[src/rtl/ras_ckpt.sv]
// rtl/ras_ckpt.sv - return address stack with overflow wrap, push+pop replace and single-level checkpoint
//
// Purpose: predicts return targets for JAL/JALR decoded from the EX-stage instruction,
//          and repairs its top-of-stack state from a snapshot on a misprediction flush.
// Optional feature: define RAS_STATS_EN to add saturating overflow/underflow counters.
// Ports:
//   clk_i              clock, rising edge
//   rst_i              asynchronous active-high reset
//   stall_i            pipeline stall; suppresses push/pop/replace and checkpoint save
//   ex_instr_i         EX-stage RISC-V instruction (opcode [6:0], rd [11:7], rs1 [19:15])
//   ex_pcp4_i          EX-stage PC+4, the value pushed
//   ckpt_save_i        snapshot {tos, count, mem[tos]}
//   ckpt_restore_i     roll back to the snapshot; ignores stall
//   target_addr_out_o  entry at top of stack, 0 when empty
//   empty_o / full_o   count == 0 / count == DEPTH
//   count_o            valid entries, 0..DEPTH
//   ckpt_valid_o       a snapshot is held
//   ovf_cnt_o          (RAS_STATS_EN) pushes while full, saturating
//   unf_cnt_o          (RAS_STATS_EN) pops while empty, saturating
module ras_ckpt #(
    parameter int RAS_INDEX = 3,
    parameter int ADDR_W    = 32
) (
    input  logic                 clk_i,
    input  logic                 rst_i,
    input  logic                 stall_i,
    input  logic [31:0]          ex_instr_i,
    input  logic [ADDR_W-1:0]    ex_pcp4_i,
    input  logic                 ckpt_save_i,
    input  logic                 ckpt_restore_i,
    output logic [ADDR_W-1:0]    target_addr_out_o,
    output logic                 empty_o,
    output logic                 full_o,
    output logic [RAS_INDEX:0]   count_o,
    output logic                 ckpt_valid_o
`ifdef RAS_STATS_EN
    ,
    output logic [15:0]          ovf_cnt_o,
    output logic [15:0]          unf_cnt_o
`endif
);
    localparam int DEPTH = 1 << RAS_INDEX;
    localparam int CNT_W = RAS_INDEX + 1;
    localparam logic [CNT_W-1:0]     DEPTH_C = CNT_W'(DEPTH);
    localparam logic [CNT_W-1:0]     CNT_ONE = CNT_W'(1);
    localparam logic [RAS_INDEX-1:0] TOS_ONE = RAS_INDEX'(1);
    localparam logic [6:0] OP_JAL  = 7'b1101111;
    localparam logic [6:0] OP_JALR = 7'b1100111;

    logic [ADDR_W-1:0]    mem_q [DEPTH];
    logic [RAS_INDEX-1:0] tos_q, tos_d;
    logic [CNT_W-1:0]     count_q, count_d;
    logic [RAS_INDEX-1:0] snap_tos_q, snap_tos_d;
    logic [CNT_W-1:0]     snap_count_q, snap_count_d;
    logic [ADDR_W-1:0]    snap_data_q, snap_data_d;
    logic                 ckpt_valid_q, ckpt_valid_d;

    logic                 wr_en;
    logic [RAS_INDEX-1:0] wr_idx;
    logic [ADDR_W-1:0]    wr_data;
    logic                 ovf_evt, unf_evt;

    logic [6:0] opcode;
    logic [4:0] rd, rs1;
    logic       is_jal, is_jalr, active, rd_link, rs1_link;
    logic       do_push, do_pop, do_repl;
    logic       unused_instr_bits;

    assign opcode  = ex_instr_i[6:0];
    assign rd      = ex_instr_i[11:7];
    assign rs1     = ex_instr_i[19:15];
    assign unused_instr_bits = ^{ex_instr_i[31:20], ex_instr_i[14:12]};

    assign is_jal   = (opcode == OP_JAL);
    assign is_jalr  = (opcode == OP_JALR);
    assign active   = (is_jal || is_jalr) && !stall_i;
    assign rd_link  = (rd == 5'd1) || (rd == 5'd5);
    // JAL has no rs1 field, so those bits must never be read as a link register.
    assign rs1_link = is_jalr && ((rs1 == 5'd1) || (rs1 == 5'd5));

    assign do_push = active && rd_link && (!rs1_link || (rd == rs1));
    assign do_pop  = active && !rd_link && rs1_link;
    assign do_repl = active && rd_link && rs1_link && (rd != rs1);

    always_comb begin
        tos_d        = tos_q;
        count_d      = count_q;
        snap_tos_d   = snap_tos_q;
        snap_count_d = snap_count_q;
        snap_data_d  = snap_data_q;
        ckpt_valid_d = ckpt_valid_q;
        wr_en        = 1'b0;
        wr_idx       = tos_q;
        wr_data      = ex_pcp4_i;
        ovf_evt      = 1'b0;
        unf_evt      = 1'b0;

        if (ckpt_restore_i) begin
            // Restore wins over any stack op and any save in the same cycle.
            if (ckpt_valid_q) begin
                tos_d        = snap_tos_q;
                count_d      = snap_count_q;
                wr_en        = 1'b1;
                wr_idx       = snap_tos_q;
                wr_data      = snap_data_q;
                ckpt_valid_d = 1'b0;
            end
        end else begin
            // Replace on an empty stack has nothing to replace, so it becomes a push.
            if (do_push || (do_repl && count_q == '0)) begin
                tos_d  = tos_q + TOS_ONE;
                wr_en  = 1'b1;
                wr_idx = tos_q + TOS_ONE;
                if (count_q == DEPTH_C) begin
                    ovf_evt = 1'b1;
                end else begin
                    count_d = count_q + CNT_ONE;
                end
            end else if (do_repl) begin
                wr_en = 1'b1;
            end else if (do_pop) begin
                if (count_q != '0) begin
                    tos_d   = tos_q - TOS_ONE;
                    count_d = count_q - CNT_ONE;
                end else begin
                    unf_evt = 1'b1;
                end
            end
            if (ckpt_save_i && !stall_i) begin
                snap_tos_d   = tos_q;
                snap_count_d = count_q;
                snap_data_d  = mem_q[tos_q];
                ckpt_valid_d = 1'b1;
            end
        end
    end

    always_ff @(posedge clk_i or posedge rst_i) begin
        if (rst_i) begin
            for (int i = 0; i < DEPTH; i++) mem_q[i] <= '0;
            tos_q        <= '0;
            count_q      <= '0;
            snap_tos_q   <= '0;
            snap_count_q <= '0;
            snap_data_q  <= '0;
            ckpt_valid_q <= 1'b0;
        end else begin
            if (wr_en) mem_q[wr_idx] <= wr_data;
            tos_q        <= tos_d;
            count_q      <= count_d;
            snap_tos_q   <= snap_tos_d;
            snap_count_q <= snap_count_d;
            snap_data_q  <= snap_data_d;
            ckpt_valid_q <= ckpt_valid_d;
        end
    end

    assign target_addr_out_o = (count_q != '0) ? mem_q[tos_q] : '0;
    assign empty_o           = (count_q == '0);
    assign full_o            = (count_q == DEPTH_C);
    assign count_o           = count_q;
    assign ckpt_valid_o      = ckpt_valid_q;

`ifdef RAS_STATS_EN
    logic [15:0] ovf_q, unf_q;
    always_ff @(posedge clk_i or posedge rst_i) begin
        if (rst_i) begin
            ovf_q <= '0;
            unf_q <= '0;
        end else begin
            if (ovf_evt && ovf_q != 16'hFFFF) ovf_q <= ovf_q + 16'd1;
            if (unf_evt && unf_q != 16'hFFFF) unf_q <= unf_q + 16'd1;
        end
    end
    assign ovf_cnt_o = ovf_q;
    assign unf_cnt_o = unf_q;
`else
    logic unused_stats;
    assign unused_stats = ovf_evt ^ unf_evt ^ unused_instr_bits;
`endif
endmodule

[config.mk]
export PLATFORM = sky130hd
export DESIGN_NAME = ras_ckpt
export DESIGN_NICKNAME = d
export VERILOG_FILES = /design/src/rtl/ras_ckpt.sv
export SDC_FILE = /design/constraint.sdc
export NUM_CORES = 1
export LEC_CHECK = 0
export CAP_MARGIN = 30
export CORE_UTILIZATION = 58
export DETAILED_ROUTE_END_ITERATION = 8
export PLACE_DENSITY = 0.85
export SYNTH_ARGS = -nofsm -noshare
export SYNTH_HDL_FRONTEND = slang
export SYNTH_SLANG_ARGS = --single-unit
[constraint.sdc]
create_clock -name clk_i -period 13.1 [get_ports clk_i]
set_clock_uncertainty 0.2 [all_clocks]
set_input_delay 1.31 -clock clk_i [delete_from_list [all_inputs] [get_ports clk_i]]
set_output_delay 1.31 -clock clk_i [all_outputs]
set_load 0.02 [all_outputs]
Word level (Yosys, flattened, before mapping)
Index checks and enable logic that the tools add are counted.

storage, ports and cells
  logic and storage cells = 93
  flip-flop bits (word level) = 303
  bits of input ports = 69
  output and inout bits = 39

operators by class
  order comparisons = 3
  reduce and logical (&&, ||, !) cells = 27
  add/sub/neg operators = 4
  muxes and demuxes = 30
  eq/ne operators = 12
  bitwise gates (word level) = 3

operators by type and width
  kind                                                                           number
  256-bit bitwise mux                                                            1
  32-bit two-way mux                                                             6
  32-bit binary-select mux with 3-bit select                                     1
  32-bit demux with 3-bit select                                                 1
  4-bit two-way mux                                                              7
  3-bit two-way mux                                                              8
  7-bit equality test (second input constant)                                    2
  1-bit logical AND                                                              11
  5-bit by 1-bit equality test with 1-bit output (second input constant)         2
  5-bit by 3-bit equality test with 1-bit output (second input constant)         2
  4-bit >= comparator (second input constant)                                    2
  3-bit inverter with 4-bit output                                               2
  1-bit two-way mux                                                              6
  3-bit nonzero test                                                             2
  5-bit equality test                                                            1
  1-bit logical OR                                                               5
  5-bit != test                                                                  1
  5-bit AND reduction                                                            1
  4-bit by 1-bit adder with 4-bit output (second input constant)                 1
  4-bit equality test (second input constant)                                    1
  4-bit zero test                                                                1
  4-bit by 1-bit less-than comparator with 1-bit output (second input constant)  1
  4-bit nonzero test                                                             1
  4-bit by 1-bit subtractor with 4-bit output (second input constant)            1
  other kinds (10)                                                               12

Longest topological paths before layout
  word-level depth = 16
  mapped depth = 12

Least setup slack after synthesis
Ideal clock, no wire load.

  kind = in2reg
  start point = input ex_instr_i[8]
  end point = register mem_q[100] (netlist name)
  path buffers = 1
  stages on the path = 8
  setup slack = 9.049 ns
  arrival = 3.726 ns
  cells stage by stage = or4b_4 or4_4 nor4b_2 mux2i_1 o2111a_1 nor3_4 buf_6 mux2_2

on the way
  cells in the longest elaborated chain, start to end = 15
  elaborated cells on any way between the ends = 24

RTL lines
  element                                                                                                             line    source
  start, declared                                                                                                     27      input logic [31:0] ex_instr_i,
  5-bit by 1-bit equality test with 1-bit output or 5-bit by 3-bit equality test with 1-bit output (tied branches)    77      assign rd_link = (rd == 5'd1) || (rd == 5'd5);
  1-bit logical OR                                                                                                    77
  1-bit logical AND                                                                                                   81, 83
  1-bit logical AND (2 in series)                                                                                     83      assign do_repl = active && rd_link && rs1_link && (rd != rs1);
  1-bit logical AND                                                                                                   110     if (do_push || (do_repl && count_q == '0)) begin
  1-bit logical OR                                                                                                    110
  3-bit two-way mux                                                                                                   110
  3-bit two-way mux                                                                                                   98      if (ckpt_restore_i) begin
  3-bit inverter with 4-bit output (not written as such)                                                              148     if (wr_en) mem_q[wr_idx] <= wr_data;
  4-bit >= comparator (not written as such) or 4-bit by 1-bit less-than comparator with 1-bit output (tied branches)  148
  1-bit logical AND (not written as such)                                                                             148
  32-bit two-way mux (not written as such)                                                                            148
  32-bit demux with 3-bit select                                                                                      148
  256-bit bitwise mux                                                                                                 148
  end signal, assigned by index                                                                                       148
  end, declared                                                                                                       50      logic [ADDR_W-1:0] mem_q [DEPTH];

Several ways; a longest one is shown, not always the timed one.
A chain may end at the register's enable or synchronous reset.

Worst setup path in the final report
  start point = register tos_q[0]
  end point = output target_addr_out_o[4]

on the way
  cells in the longest elaborated chain, start to end = 5

RTL lines
  element                                                 line  source
  start, declared                                         51    logic [RAS_INDEX-1:0] tos_q, tos_d;
  start signal, assigned                                  149   tos_q <= tos_d;
  3-bit inverter with 4-bit output (not written as such)  158   assign target_addr_out_o = (count_q != '0) ? mem_q[tos_q] : '0;
  32-bit binary-select mux with 3-bit select              158
  32-bit two-way mux (not written as such) (2 in series)  158
  32-bit two-way mux                                      158
  end, declared                                           31    output logic [ADDR_W-1:0] target_addr_out_o,

Every way passes these cells. The select of a mux whose other input is x is not followed.

==> impl_metrics.py <==
metrics = {
    "worst_setup_path": {
        "crit_buf_inv": 2,
        "crit_family": "buffers and inverters",
        "required_ns": 11.59,
        "cp_max_fo": 39,
        "arrival_ns": 3.72,
        "crit_slowest_cell": "dfrtp_4",
        "slowest_delay_ns": 0.84,
        "setup.worst_path.end_class": "output port",
        "startpoint_type": "flop",
        "worstSetupPathType": "reg2out",
        "path_cells": "buf_4, mux4_2, mux2i_1, nor2_1, clkdlybuf4s50_1",
    },
    "die": {
        "ios": 108,
        "fp.dieW_um": 159,
        "row_count": 57,
        "die_area_um2": 25200,
        "dieHeight_um": 159,
        "core_region_area_um2": 24200,
        "initial_core_util": 0.588,
    },
    "synth": {
        "synth-edff-count": 0,
        "syn_area_um2": 14300,
        "synth_top_family_by_area": "multiplexers",
        "yosys_warnings": 0,
        "ys_ff_latch": 303,
        "synthXorXnorAreaFrac": 0.00676,
        "async_reset_ff_frac": 1.00,
        "ys_seq_area_frac": 0.532,
        "synth_flop_cell": "dfrtp_1",
        "synth-adder-area-share": 0.00491,
        "netlist_instances": 959,
        "synthMuxAreaShare": 0.361,
        "avgSynthCellArea_um2": 14.9,
        "ys_types": 51,
        "yosys.area_share.simple": 0.0462,
        "synth_compound_gate_area_share": 0.0256,
        "syn_nets": 1033,
    },
    "power_and_ir_drop": {
        "powerDensity_nw_per_um2": 217,
        "p_int_mw": 2.48,
        "p_sw_mw": 1.09,
        "switching_share": 0.306,
        "combPwrFrac": 0.341,
        "pwr-share-clk": 0.242,
        "ir_drop_v": 0.000133,
        "leakage_nw": 7.25,
        "seqPwrFrac": 0.417,
    },
    "clock_tree": {
        "h-tree-depth": 1,
        "clockBufferDepth": 3,
        "root_buffer": "clkbuf_16",
        "cts_setup_buffers": 0,
        "path_clk_slew_ns": 0.06,
        "cts-resized-gates": 0,
        "cts_made_buffers": 30,
        "tritoncts": "done",
        "cts_hold_buf": 0,
        "cts_num_sinks": 303,
        "insertion_delay_ns": 0.57,
    },
    "drt": {
        "vias": 8303,
        "drt-total-wl_um": 30100,
        "ant_nets": 0,
        "routed_via_density": 6.00,
        "drtIter0Drc": 310,
        "first_pass_iters": 4,
        "route.detailed.drc": 0,
        "wl_per_cell_um": 21.8,
    },
    "global_route": {
        "grt_antenna_before_repair": 0,
        "grt_pass1_wl_um": 49800,
        "grt_max_degree": 80,
        "grt_pass1_vias": 9113,
        "grt_overflow": 0,
        "grt_usage": 0.251,
    },
    "sta": {
        "fin_tns_setup_ns": 0,
        "worst_pin_slew_ns": 0.926,
        "period_share": 0.399,
        "drv_slew": 0,
        "max_freq_ghz": 0.191,
        "slew_headroom": 0.382,
        "hold_viol_final": 0,
        "setup-violations-final": 0,
        "rsz0062_at_grt": "no",
        "period_needed_ns": 5.23,
        "setup_slack_ns": 7.87,
    },
    "placement": {
        "io_buffer_count": 92,
        "gp_congestion": 0.793,
        "hpwlAfterDp_um": 16900,
        "dp_slack_ns": 7.99,
    },
    "cells_and_area": {
        "diodes": 0,
        "area_delta_synth_final_pct": 15.4,
        "layout_common_cells": "300 x dfrtp_1, 275 x mux2_2, 92 x clkdlybuf4s50_1",
        "final_common_cell": "dfrtp_1",
        "drive_gt1_frac": 0.399,
        "final_nets": 1111,
    },
    "flow_run": {
        "maxCapViolCount": 0,
    },
    "hold_path": {
        "min_path_type": "reg2reg",
    },
    "status": {
        "status": "finished, final reports clean",
    },
}
## cell families after synthesis
kind of cell,after synthesis
buffers and inverters,70
AOI/OAI and AO/OA,57
adders and majority gates,5
muxes,397
and+or+nand+nor,116
xor gates and xnor gates,11
DFF,303
## metal layers
layer | wire [um] | part of all wire | vias to the layer above | GRT usage
met2 | 15200 | 0.50 | 179 | 0.426
met5 | 0 | 0 | - | 0
met3 | 1340 | 0.045 | 45 | 0.0358
li1 | - | - | 3686 | -
met1 | 13100 | 0.43 | 4393 | 0.340
met4 | 588 | 0.020 | 0 | 0.0719
## state kept, by name (all words and copies together) (netlist names)
register and flops:
ckpt_valid_o 1, count_o 4, mem_q 256, snap_count_q 4
snap_data_q 32, snap_tos_q 3, tos_q 3
## metrics by stage
| stage | cell area (um^2) | util | power [mW] | hold WS, ns | instances |
|---|---|---|---|---|---|
| global route | 16500 | 0.679 | 3.76 | 0.300 | 1384 |
| CTS | 16400 | 0.677 | 3.59 | 0.283 | 1382 |
| global placement | 15400 | 0.636 | 2.65 | 0.264 | 1327 |
| detailed placement | 15400 | 0.636 | 2.71 | 0.270 | 1327 |
| floorplan | 14300 | - | 2.32 | 0.252 | 959 |
| finish | 16500 | 0.679 | 3.57 | 0.284 | 1384 |
## final cells by class
type                    count  area [um^2]
fillers                  1640         7780
flip-flops and latches    303         7590
multi-input cells         586         6350
repair buffers            109         1090
clock buffers              48          898
well taps                 324          405
clock inverters             7         98.8
inverters                   7         33.8
## Yosys cell counts (2+ instances only)
cell | count | area (um^2)
dfrtp_1 | 303 | 7580
mux2_2 | 275 | 3100
nor2_1 | 73 | 274
mux4_2 | 64 | 1440
mux2i_1 | 36 | 360
a21oi_1 | 35 | 175
clkbuf_1 | 30 | 113
mux2_1 | 22 | 248
buf_4 | 12 | 90.1
nand2_1 | 11 | 41.3
buf_1 | 9 | 33.8
buf_2 | 9 | 45.0
xnor2_1 | 9 | 78.8
inv_1 | 7 | 26.3
nor3_1 | 5 | 25.0
a211oi_1 | 4 | 30.0
ha_1 | 4 | 50.1
nor3_4 | 4 | 65.1
buf_6 | 3 | 33.8
o211ai_1 | 3 | 22.5
o31ai_1 | 3 | 22.5
a21o_1 | 2 | 15.0
and2_1 | 2 | 12.5
nand3b_4 | 2 | 40.0
nor3b_4 | 2 | 37.5
nor4_1 | 2 | 12.5
nor4b_2 | 2 | 30.0
o21ai_0 | 2 | 10.0
xor2_1 | 2 | 17.5
## power by group through the flow
stage / Clock [mW] / Sequential, mW / Combinational (mW)
finish: 0.865 / 1.49 / 1.22
global route: 0.912 / 1.54 / 1.31
CTS: 0.876 / 1.49 / 1.23
detailed placement: 0 / 1.50 / 1.22
global placement: 0 / 1.47 / 1.18
floorplan: 0 / 1.43 / 0.894
## worst paths after layout
check / slack, ns / endpoint / startpoint / cells past startpoint
max in group asynchronous: 9.79 / mem_q[211]$_DFFE_PP0P_ / rst_i / 5
min in group asynchronous: 1.00 / mem_q[94]$_DFFE_PP0P_ / rst_i / 2
min reg2reg: 0.28 / mem_q[167]$_DFFE_PP0P_ / mem_q[167]$_DFFE_PP0P_ / 1
max: 7.87 / target_addr_out_o[4] / tos_q[0]$_DFFE_PP0P_ / 5
min: 0.28 / mem_q[167]$_DFFE_PP0P_ / mem_q[167]$_DFFE_PP0P_ / 1
max reg2reg: 9.14 / mem_q[159]$_DFFE_PP0P_ / count_o[0]$_DFFE_PP0P_ / 9
(Power assumes the default switching activity.)
